**config.mk**
```make
export PLATFORM = sky130hd
export DESIGN_NAME = ltssm_detect_polling_ctrl
export DESIGN_NICKNAME = d
export VERILOG_FILES = /design/src/rtl/ltssm_detect_polling_ctrl.sv
export SDC_FILE = /design/constraint.sdc
export NUM_CORES = 1
export LEC_CHECK = 0
export ABC_AREA = 1
export CAP_MARGIN = 20
export CORE_MARGIN = 2
export CORE_UTILIZATION = 64
export CTS_CLUSTER_DIAMETER = 80
export CTS_CLUSTER_SIZE = 28
export DETAILED_ROUTE_END_ITERATION = 8
export PLACE_DENSITY = 0.83
export SLEW_MARGIN = 5
export SYNTH_ARGS = -nofsm -noshare
export SYNTH_HDL_FRONTEND = slang
export SYNTH_SLANG_ARGS = --single-unit
```
**constraint.sdc**
```tcl
create_clock -name Pclk -period 3.8 [get_ports Pclk]
set_clock_uncertainty 0.05 [all_clocks]
set_input_delay 0.38 -clock Pclk [delete_from_list [all_inputs] [get_ports Pclk]]
set_output_delay 0.38 -clock Pclk [all_outputs]
set_load 0.02 [all_outputs]
```
**src/rtl/ltssm_detect_polling_ctrl.sv**
```systemverilog
// LTSSM Detect/Polling sequencer driving the shared interval timer.
// Define LTSSM_FAST_SIM_EN to force every timed state onto the 2ms interval code.
module ltssm_detect_polling_ctrl #(
  parameter int TX_TS_MIN  = 1024,
  parameter int RX_TS_MIN  = 8,
  parameter int TX_TS2_MIN = 16
) (
  input  logic       Pclk,
  input  logic       Reset,
  input  logic       ElecIdleExit,
  input  logic       RxDetectDone,
  input  logic       ReceiverDetected,
  input  logic       RxOSValid,
  input  logic [1:0] RxOSType,
  input  logic       TxOSSent,
  input  logic       LinkDownReq,
  input  logic       TimeOut,
  output logic       TimerStart,
  output logic       TimerEnable,
  output logic [2:0] TimerIntervalCode,
  output logic       TxDetectRx,
  output logic       TxSendTS1,
  output logic       TxSendTS2,
  output logic [2:0] LtssmState,
  output logic       PollingComplete
);

  // Handshakes are level/pulse sampled at posedge Pclk; there is no back-pressure,
  // every *Valid/*Sent/*Done pulse is consumed in the cycle it is high.
  typedef enum logic [2:0] {
    DQUIET  = 3'd0,
    DACTIVE = 3'd1,
    PACTIVE = 3'd2,
    PCONFIG = 3'd3,
    CFG     = 3'd4
  } state_t;

  localparam logic [10:0] TX_MAX  = 11'(TX_TS_MIN);
  localparam logic [10:0] RX_MAX  = 11'(RX_TS_MIN);
  localparam logic [10:0] TX2_MAX = 11'(TX_TS2_MIN);

  state_t      state, next_state;
  logic [10:0] tx_cnt, tx_cnt_n, rx_cnt, rx_cnt_n;
  logic        seen_ts2, seen_ts2_n;
  logic        to_eff, is_ts, is_ts2, entering;

  logic       start_n, enable_n, detect_n, ts1_n, ts2_n, done_n;
  logic [2:0] code_n;

  assign LtssmState = state;
  assign to_eff     = TimeOut && !TimerStart;
  assign is_ts      = RxOSValid && (RxOSType == 2'b01 || RxOSType == 2'b10);
  assign is_ts2     = RxOSValid && (RxOSType == 2'b10);

  always_ff @(posedge Pclk) begin
    if (!Reset) begin
      state             <= DQUIET;
      tx_cnt            <= '0;
      rx_cnt            <= '0;
      seen_ts2          <= 1'b0;
      TimerStart        <= 1'b1;
      TimerEnable       <= 1'b0;
      TimerIntervalCode <= 3'b001;
      TxDetectRx        <= 1'b0;
      TxSendTS1         <= 1'b0;
      TxSendTS2         <= 1'b0;
      PollingComplete   <= 1'b0;
    end else begin
      state             <= next_state;
      tx_cnt            <= tx_cnt_n;
      rx_cnt            <= rx_cnt_n;
      seen_ts2          <= seen_ts2_n;
      TimerStart        <= start_n;
      TimerEnable       <= enable_n;
      TimerIntervalCode <= code_n;
      TxDetectRx        <= detect_n;
      TxSendTS1         <= ts1_n;
      TxSendTS2         <= ts2_n;
      PollingComplete   <= done_n;
    end
  end

  // Counter next values include this cycle's events so exit decisions see them.
  always_comb begin
    next_state = state;
    tx_cnt_n   = tx_cnt;
    rx_cnt_n   = rx_cnt;
    seen_ts2_n = seen_ts2;
    unique case (state)
      DQUIET: begin
        if (to_eff || ElecIdleExit) next_state = DACTIVE;
      end
      DACTIVE: begin
        if (RxDetectDone) next_state = ReceiverDetected ? PACTIVE : DQUIET;
        else if (to_eff)  next_state = DQUIET;
      end
      PACTIVE: begin
        if (TxOSSent && tx_cnt != TX_MAX) tx_cnt_n = tx_cnt + 11'd1;
        if (RxOSValid) begin
          if (!is_ts)                rx_cnt_n = '0;
          else if (rx_cnt != RX_MAX) rx_cnt_n = rx_cnt + 11'd1;
        end
        if (tx_cnt_n == TX_MAX && rx_cnt_n == RX_MAX) next_state = PCONFIG;
        else if (to_eff)                              next_state = DQUIET;
      end
      PCONFIG: begin
        if (RxOSValid) begin
          if (!is_ts2)               rx_cnt_n = '0;
          else if (rx_cnt != RX_MAX) rx_cnt_n = rx_cnt + 11'd1;
        end
        if (is_ts2) seen_ts2_n = 1'b1;
        if (TxOSSent && seen_ts2 && tx_cnt != TX2_MAX) tx_cnt_n = tx_cnt + 11'd1;
        if (tx_cnt_n == TX2_MAX && rx_cnt_n == RX_MAX) next_state = CFG;
        else if (to_eff)                               next_state = DQUIET;
      end
      CFG: begin
        if (LinkDownReq) next_state = DQUIET;
      end
      default: next_state = DQUIET;
    endcase
    if (next_state != state) begin
      tx_cnt_n   = '0;
      rx_cnt_n   = '0;
      seen_ts2_n = 1'b0;
    end
  end

  always_comb begin
    entering = (next_state != state);
    start_n  = entering && (next_state != CFG);
    enable_n = (next_state != CFG);
    detect_n = entering && (next_state == DACTIVE);
    ts1_n    = (next_state == PACTIVE);
    ts2_n    = (next_state == PCONFIG);
    done_n   = (next_state == CFG);
`ifdef LTSSM_FAST_SIM_EN
    code_n   = 3'b100;
`else
    unique case (next_state)
      PACTIVE: code_n = 3'b010;
      PCONFIG: code_n = 3'b011;
      default: code_n = 3'b001;
    endcase
`endif
  end

endmodule

```
==> results of run 1 <==
## worst paths after layout
kind	from	endpoint	slack (ns)	cells after the start
setup / recovery	tx_cnt[0]	tx_cnt[3]	0.54	20
hold reg to reg	seen_ts2	seen_ts2	0.51	2
hold / removal	seen_ts2	seen_ts2	0.51	2
setup reg to reg	tx_cnt[0]	tx_cnt[3]	0.54	20
## critical path: cells and delay by family (launching register included)
kind                     cells  cell delay, ns
adder cells (fa/ha/maj)      1            0.19
buffers and inverters        3            0.40
flip-flops                   1            0.37
AND/OR/NAND/NOR             16            2.14
## Yosys cell counts
cell	count	area, um^2
nand2_1	164	615.6
inv_1	72	270.3
nor2_1	72	270.3
nand3_1	63	315.3
dfxtp_1	34	680.7
nor2_2	25	156.4
a21oi_1	21	105.1
o22ai_1	20	125.1
clkbuf_1	10	37.54
nand4_1	10	62.56
o21ai_0	9	45.04
nand2_2	6	37.54
buf_6	5	56.30
ha_1	5	62.56
nor3_1	5	25.02
nand3b_1	3	22.52
a221oi_1	2	17.52
and2_1	2	12.51
buf_2	2	10.01
buf_4	2	15.01
nand3_2	2	20.02
o21ai_1	2	10.01
o21bai_1	2	15.01
a31oi_1	1	6.260
buf_1	1	3.750
conb_1	1	3.750
inv_2	1	3.750
nor2_4	1	11.26
o2111ai_1	1	8.760
o21ai_2	1	8.760
o31ai_1	1	7.510
o41ai_1	1	8.760
xor2_1	1	8.760
## state kept, by name (all words and copies together) (netlist names)
name               cells
TimerIntervalCode      2
TxSendTS1              1
seen_ts2               1
TimerEnable            1
rx_cnt                11
tx_cnt                11
TimerStart             1
TxDetectRx             1
PollingComplete        1
LtssmState             3
TxSendTS2              1
## per-layer routing
layer,vias up,GRT usage (%),wire [um]
li1,1768,-,-
met1,1588,46.28,3731
met2,197,55.96,4093
met3,29,5.801,766
met4,0,14.20,250
met5,-,0,0
## report_power, final
part | internal, mW | leakage [nW] | switching [mW]
sequential | 0.362 | 0.275 | 0.00525
clock | 0.146 | 0.0472 | 0.141
combinational | 0.0435 | 1.28 | 0.0789
total | 0.552 | 1.60 | 0.225
## placed cells by master, fill, tap and decap left out, drive strengths merged
master and count:
nand2 170, nor2 98, inv 73, nand3 65, dfxtp 34, a21oi 21
clkdlybuf4s50 21, o22ai 20, o21ai 12, nand4 10, clkbuf 6, nor3 5
ha 5, buf 4, nand3b 3, o21bai 2, a221oi 2, and2 2
xor2 1, o2111ai 1, o31ai 1, a31oi 1, o41ai 1, conb 1
clkinvlp 1, clkinv 1
## layout make-up
| type | instances | area, um^2 |
|---|---|---|
| multi-input combinational | 421 | 1982 |
| fill | 434 | 1309 |
| sequential | 34 | 680.7 |
| inverter | 73 | 274.0 |
| timing repair buffer | 25 | 252.7 |
| clock buffer | 6 | 82.58 |
| tap | 54 | 67.56 |
| clock inverter | 2 | 12.51 |
## logic make-up after synthesis
kind of cell / Yosys count
simple gates: 353
buf+inv: 93
compound gates: 61
flops: 34
fa+ha+maj: 5
xor+xnor: 1
other cells: 1
## metrics by stage
step                      hold WS [ns]  instance area [um^2]
final                           0.5088                  3352
after detailed placement        0.4859                  3257
after floorplan                 0.3988                  3059
after CTS                       0.5056                  3352
after global placement          0.4671                  3257
after global routing            0.5360                  3352
==> impl_metrics.py, run 1 <==
metrics = {
    "power": {
        "p_leak_nw": 1.603,
        "vdd_ir_drop_max_mv": 0.2683,
        "p_total_mw": 0.7765,
        "p_per_area_nw_per_um2": 231.6,
    },
    "logic_synthesis": {
        "muxShareOfSynthArea_pct": 0,
        "synthCells": 548,
        "synthesis.area_um2": 3059,
        "ys_seq_area_share_pct": 22.25,
        "synthSimpleGateAreaFrac_pct": 50.63,
        "ys_warn_count": 0,
        "synth.distinct_cells": 33,
        "synth_seq_cells": 34,
        "synth-compound-area-share_pct": 11.70,
        "yosys.area_share.adder_pct": 2.045,
        "synth_top_family_by_area": "simple AND/OR/NAND/NOR gates",
        "synth_xor_area_share_pct": 0.2863,
        "synth_nets": 564,
        "postSynthAreaPerCell_um2": 5.582,
    },
    "sta": {
        "slew_violations": 0,
        "finalHoldViolCount": 0,
        "setup_slack_ns": 0.5356,
        "fin_crit_sh_pct": 85.91,
        "min_period_ns": 3.264,
        "worst_slew_pin_slew_ns": 0.9372,
        "rsz0062_at_grt": "no",
        "relSlewSlack_pct": 37.29,
        "setup_violations": 0,
        "fmax_mhz": 306.3,
        "fin_setup_tns_ns": 0,
    },
    "cts": {
        "cts_tree": "built",
        "numCtsBuffers": 5,
        "worstSkewPairLatency_ns": 0.29,
        "path_clk_slew_ns": 0.07,
        "cts.repair.resized": 0,
        "cts-root-buf": "clkbuf_8",
        "cts_sinks": 34,
        "htreeDepth": 2,
        "cts_setup_buffers": 0,
        "cts_max_path_buffers": 2,
        "postCtsHoldBufs": 0,
    },
    "worst_setup_path": {
        "cp_slowest_stage_delay_ns": 0.49,
        "crit_top_cell": "nand2_1",
        "crit_chain": "inv_1 -> ha_1 -> nand2_1 -> nor2_1 -> nand3_2 -> nand2_1 -> nand2_1 -> nand2_1 -> nand2_1 -> nor2_1 -> nand2_1 -> nor2_1 -> nand4_1 -> nand2_1 -> inv_1 -> nand3_2 -> nor2_2 -> nand2_2 -> buf_12 -> nor2_2",
        "criticalPathCategory": "reg2reg",
        "crit_fanout": 20,
        "cp.required_ns": 3.93,
        "cp-end-kind": "flop",
        "arrival_ns": 3.40,
        "crit_path_start_kind": "flop",
        "cp_slowest_cell": "nand2_1",
    },
    "placed_design": {
        "place_hpwl_mm": 6.635,
        "port_buffers": 21,
        "placed_cells": 607,
        "gp_congestion": 0.9671,
        "place_ws_ns": 0.4420,
    },
    "floorplan": {
        "die_w_um": 73.14,
        "pin_count": 23,
        "initial_core_util_pct": 65.64,
        "num_rows": 25,
        "die-height_um": 73.14,
        "core-area_um2": 4661,
        "dieArea_um2": 5349,
    },
    "layout": {
        "diodes": 0,
        "instances_no_fill": 615,
        "drive_above_1_share_pct": 8.556,
        "fin_nets": 576,
        "area_growth_syn_to_layout_pct": 9.570,
        "final_util_pct": 71.92,
    },
    "min_path": {
        "hp-class": "reg2reg",
    },
    "drt": {
        "wirelength_mm": 8.842,
        "wl_per_cell_um": 14.38,
        "drc": 0,
        "first_iter_violations": 387,
        "via_per_inst": 5.824,
        "firstDrtPassIters": 5,
        "ant_nets": 0,
        "vias": 3582,
    },
    "grt": {
        "grt_pass1_wl_mm": 14.59,
        "antenna_found_initial": 0,
        "gr-usage-all-layers_pct": 34.87,
        "grt_max_degree": 22,
        "gr-total-overflow": 0,
        "first_global_vias": 3217,
    },
    "run": {
        "cap_violations": 0,
    },
    "run_status": {
        "status": "complete, no violations",
    },
}
No activity file was read; power rests on OpenSTA's default activity.
==> inputs of run 2 (changes only) <==
--- a/config.mk
+++ b/config.mk
@@ -12,6 +12,7 @@
 export CTS_CLUSTER_DIAMETER = 80
 export CTS_CLUSTER_SIZE = 28
 export DETAILED_ROUTE_END_ITERATION = 8
+export HOLD_SLACK_MARGIN = 0.15
 export PLACE_DENSITY = 0.83
 export SLEW_MARGIN = 5
 export SYNTH_ARGS = -nofsm -noshare
==> results of run 2 <==
Same layout as run 1: the final DEF is identical, and so are final timing and power.
==> inputs of run 3 (changes only) <==
--- a/config.mk
+++ b/config.mk
@@ -7,13 +7,13 @@
 export LEC_CHECK = 0
 export ABC_AREA = 1
 export CAP_MARGIN = 20
-export CORE_MARGIN = 2
-export CORE_UTILIZATION = 64
+export CORE_UTILIZATION = 65
 export CTS_CLUSTER_DIAMETER = 80
 export CTS_CLUSTER_SIZE = 28
 export DETAILED_ROUTE_END_ITERATION = 8
+export DONT_BUFFER_PORTS = 1
 export HOLD_SLACK_MARGIN = 0.15
-export PLACE_DENSITY = 0.83
+export PLACE_DENSITY = 0.78
 export SLEW_MARGIN = 5
 export SYNTH_ARGS = -nofsm -noshare
 export SYNTH_HDL_FRONTEND = slang
==> run 3 against run 2 <==
Net effect: sequential power increased by 2%; global-route usage grew 0.47 points; register-to-register slack lost 0.20 ns; cell area shrank 6.2%; fmax shrank 5.8%; critical path depth shrank 1; count of clock-buffer cells in the layout unchanged; critical path type unchanged; critical endpoint is now tx_cnt[10].
==> impl_metrics.py, run 3 (synthesized netlist as in run 1, its figures left out) <==
metrics = {
    "run_status": {
        "status": "complete, no violations",
    },
    "cts": {
        "cts_tree": "built",
        "cts_sinks": 34,
        "cts_max_path_buffers": 2,
        "cts.repair.resized": 0,
        "htreeDepth": 2,
        "worstSkewPairLatency_ns": 0.29,
        "path_clk_slew_ns": 0.07,
        "numCtsBuffers": 5,
        "cts-root-buf": "clkbuf_8",
    },
    "layout": {
        "fin_nets": 557,
        "mostFrequentLayoutCells": "164 x nand2_1, 72 x inv_1, 72 x nor2_1",
        "final_common_cell": "nand2_1",
        "instances_no_fill": 594,
        "area_growth_syn_to_layout_pct": 2.781,
        "diodes": 0,
        "final_util_pct": 70.75,
        "drive_above_1_share_pct": 9.041,
    },
    "drt": {
        "met3_length_um": 842,
        "drc": 0,
        "top_layer": "met4",
        "wl_met2_mm": 3.840,
        "met1Wirelength_mm": 3.614,
        "via_per_inst": 5.990,
        "vias": 3558,
        "wl_per_cell_um": 14.44,
        "wirelength_mm": 8.576,
        "firstDrtPassIters": 6,
        "first_iter_violations": 405,
        "ant_nets": 0,
    },
    "sta": {
        "holdWs_ns": 0.1639,
        "worst_slew_pin_slew_ns": 0.7153,
        "finalHoldViolCount": 0,
        "setup_violations": 0,
        "slew_violations": 0,
        "rsz0062_at_grt": "no",
        "min_period_ns": 3.464,
        "relSlewSlack_pct": 52.15,
        "fmax_mhz": 288.6,
        "fin_setup_tns_ns": 0,
        "fin_crit_sh_pct": 91.17,
    },
    "power": {
        "vdd_ir_drop_max_mv": 0.2028,
        "p_per_area_nw_per_um2": 237.8,
        "p_leak_nw": 1.529,
    },
    "run": {
        "cap_violations": 0,
    },
    "grt": {
        "grt_pass1_wl_mm": 14.06,
        "grt_max_degree": 24,
        "antenna_found_initial": 0,
        "gr-usage-all-layers_pct": 35.34,
        "first_global_vias": 3000,
        "gr-total-overflow": 0,
    },
    "worst_setup_path": {
        "cp.required_ns": 3.91,
        "crit_path_start_kind": "flop",
        "crit_fanout": 23,
        "arrival_ns": 3.57,
        "criticalPathCategory": "reg2reg",
        "cp-end-kind": "flop",
    },
    "min_path": {
        "hp-class": "in2reg",
    },
    "floorplan": {
        "dieArea_um2": 4985,
        "die_w_um": 70.61,
        "num_rows": 24,
        "die-height_um": 70.61,
        "core-area_um2": 4444,
        "initial_core_util_pct": 68.83,
        "pin_count": 23,
    },
    "placed_design": {
        "port_buffers": 0,
        "place_hpwl_mm": 6.428,
        "gp_congestion": 0.9748,
        "placed_cells": 585,
    },
}
==> run 3: per-stage QoR <==
stage	area (um^2)	total power, mW	setup slack (ns)
after floorplan	3059	0.4525	1.486
after global placement	3039	0.4654	0.5733
after detailed placement	3039	0.4661	0.4351
after CTS	3144	0.7457	0.4289
after global routing	3144	0.7717	0.04071
final	3144	0.7477	0.3356
==> run 3: area by class of cell <==
| type | instances | area, um^2 |
|---|---|---|
| clock buffers | 6 | 82.58 |
| inverters | 73 | 274.0 |
| multi-input cells | 421 | 1982 |
| clock inverters | 2 | 12.51 |
| repair buffers | 6 | 47.55 |
| fillers | 441 | 1300 |
| well taps | 52 | 65.06 |
| flip-flops and latches | 34 | 680.7 |
==> run 3: critical path, stage by stage (launching register included) <==
cell and delay (ns):
dfxtp_1 0.35, inv_1 0.15, ha_1 0.20, nand2_1 0.06, nor2_1 0.11, nand3_2 0.21, nand2_1 0.53, inv_1 0.13
nand2_1 0.10, nand2_1 0.07, nor2_1 0.12, nand2_1 0.05, nor2_1 0.11, nand3_1 0.11, nand2_2 0.11, nand3_1 0.08
nand2_1 0.12, nor2_2 0.06, nand2_2 0.52, nor2_1 0.07
==> run 3: metal layers <==
metal  vias to the layer above  track usage (%)
li1                       1741                -
met1                      1597            46.83
met2                       189            59.01
met3                        31            5.271
met4                         0            12.67
met5                         -                0
==> run 3: worst paths after layout <==
| path | depth (start not counted) | from | end | slack [ns] |
|---|---|---|---|---|
| setup / recovery | 19 | tx_cnt[0] | tx_cnt[10] | 0.34 |
| hold / removal | 1 | Reset | LtssmState[2] | 0.16 |
| setup reg to reg | 19 | tx_cnt[0] | tx_cnt[10] | 0.34 |
| hold reg to reg | 2 | seen_ts2 | seen_ts2 | 0.49 |
==> run 3: report_power, final <==
part	total (mW)	switching (mW)	internal, mW	leakage (nW)
logic	0.0865	0.0651	0.0214	1.21
registers	0.375	0.0130	0.362	0.275
clock network	0.286	0.140	0.146	0.0472
total	0.748	0.218	0.530	1.53
==> run 3: repair_timing <==
item                       CTS  global route
setup endpoints to repair    0             0
hold endpoints to repair     1             0
buffers inserted             0             0
hold buffers                 1             0
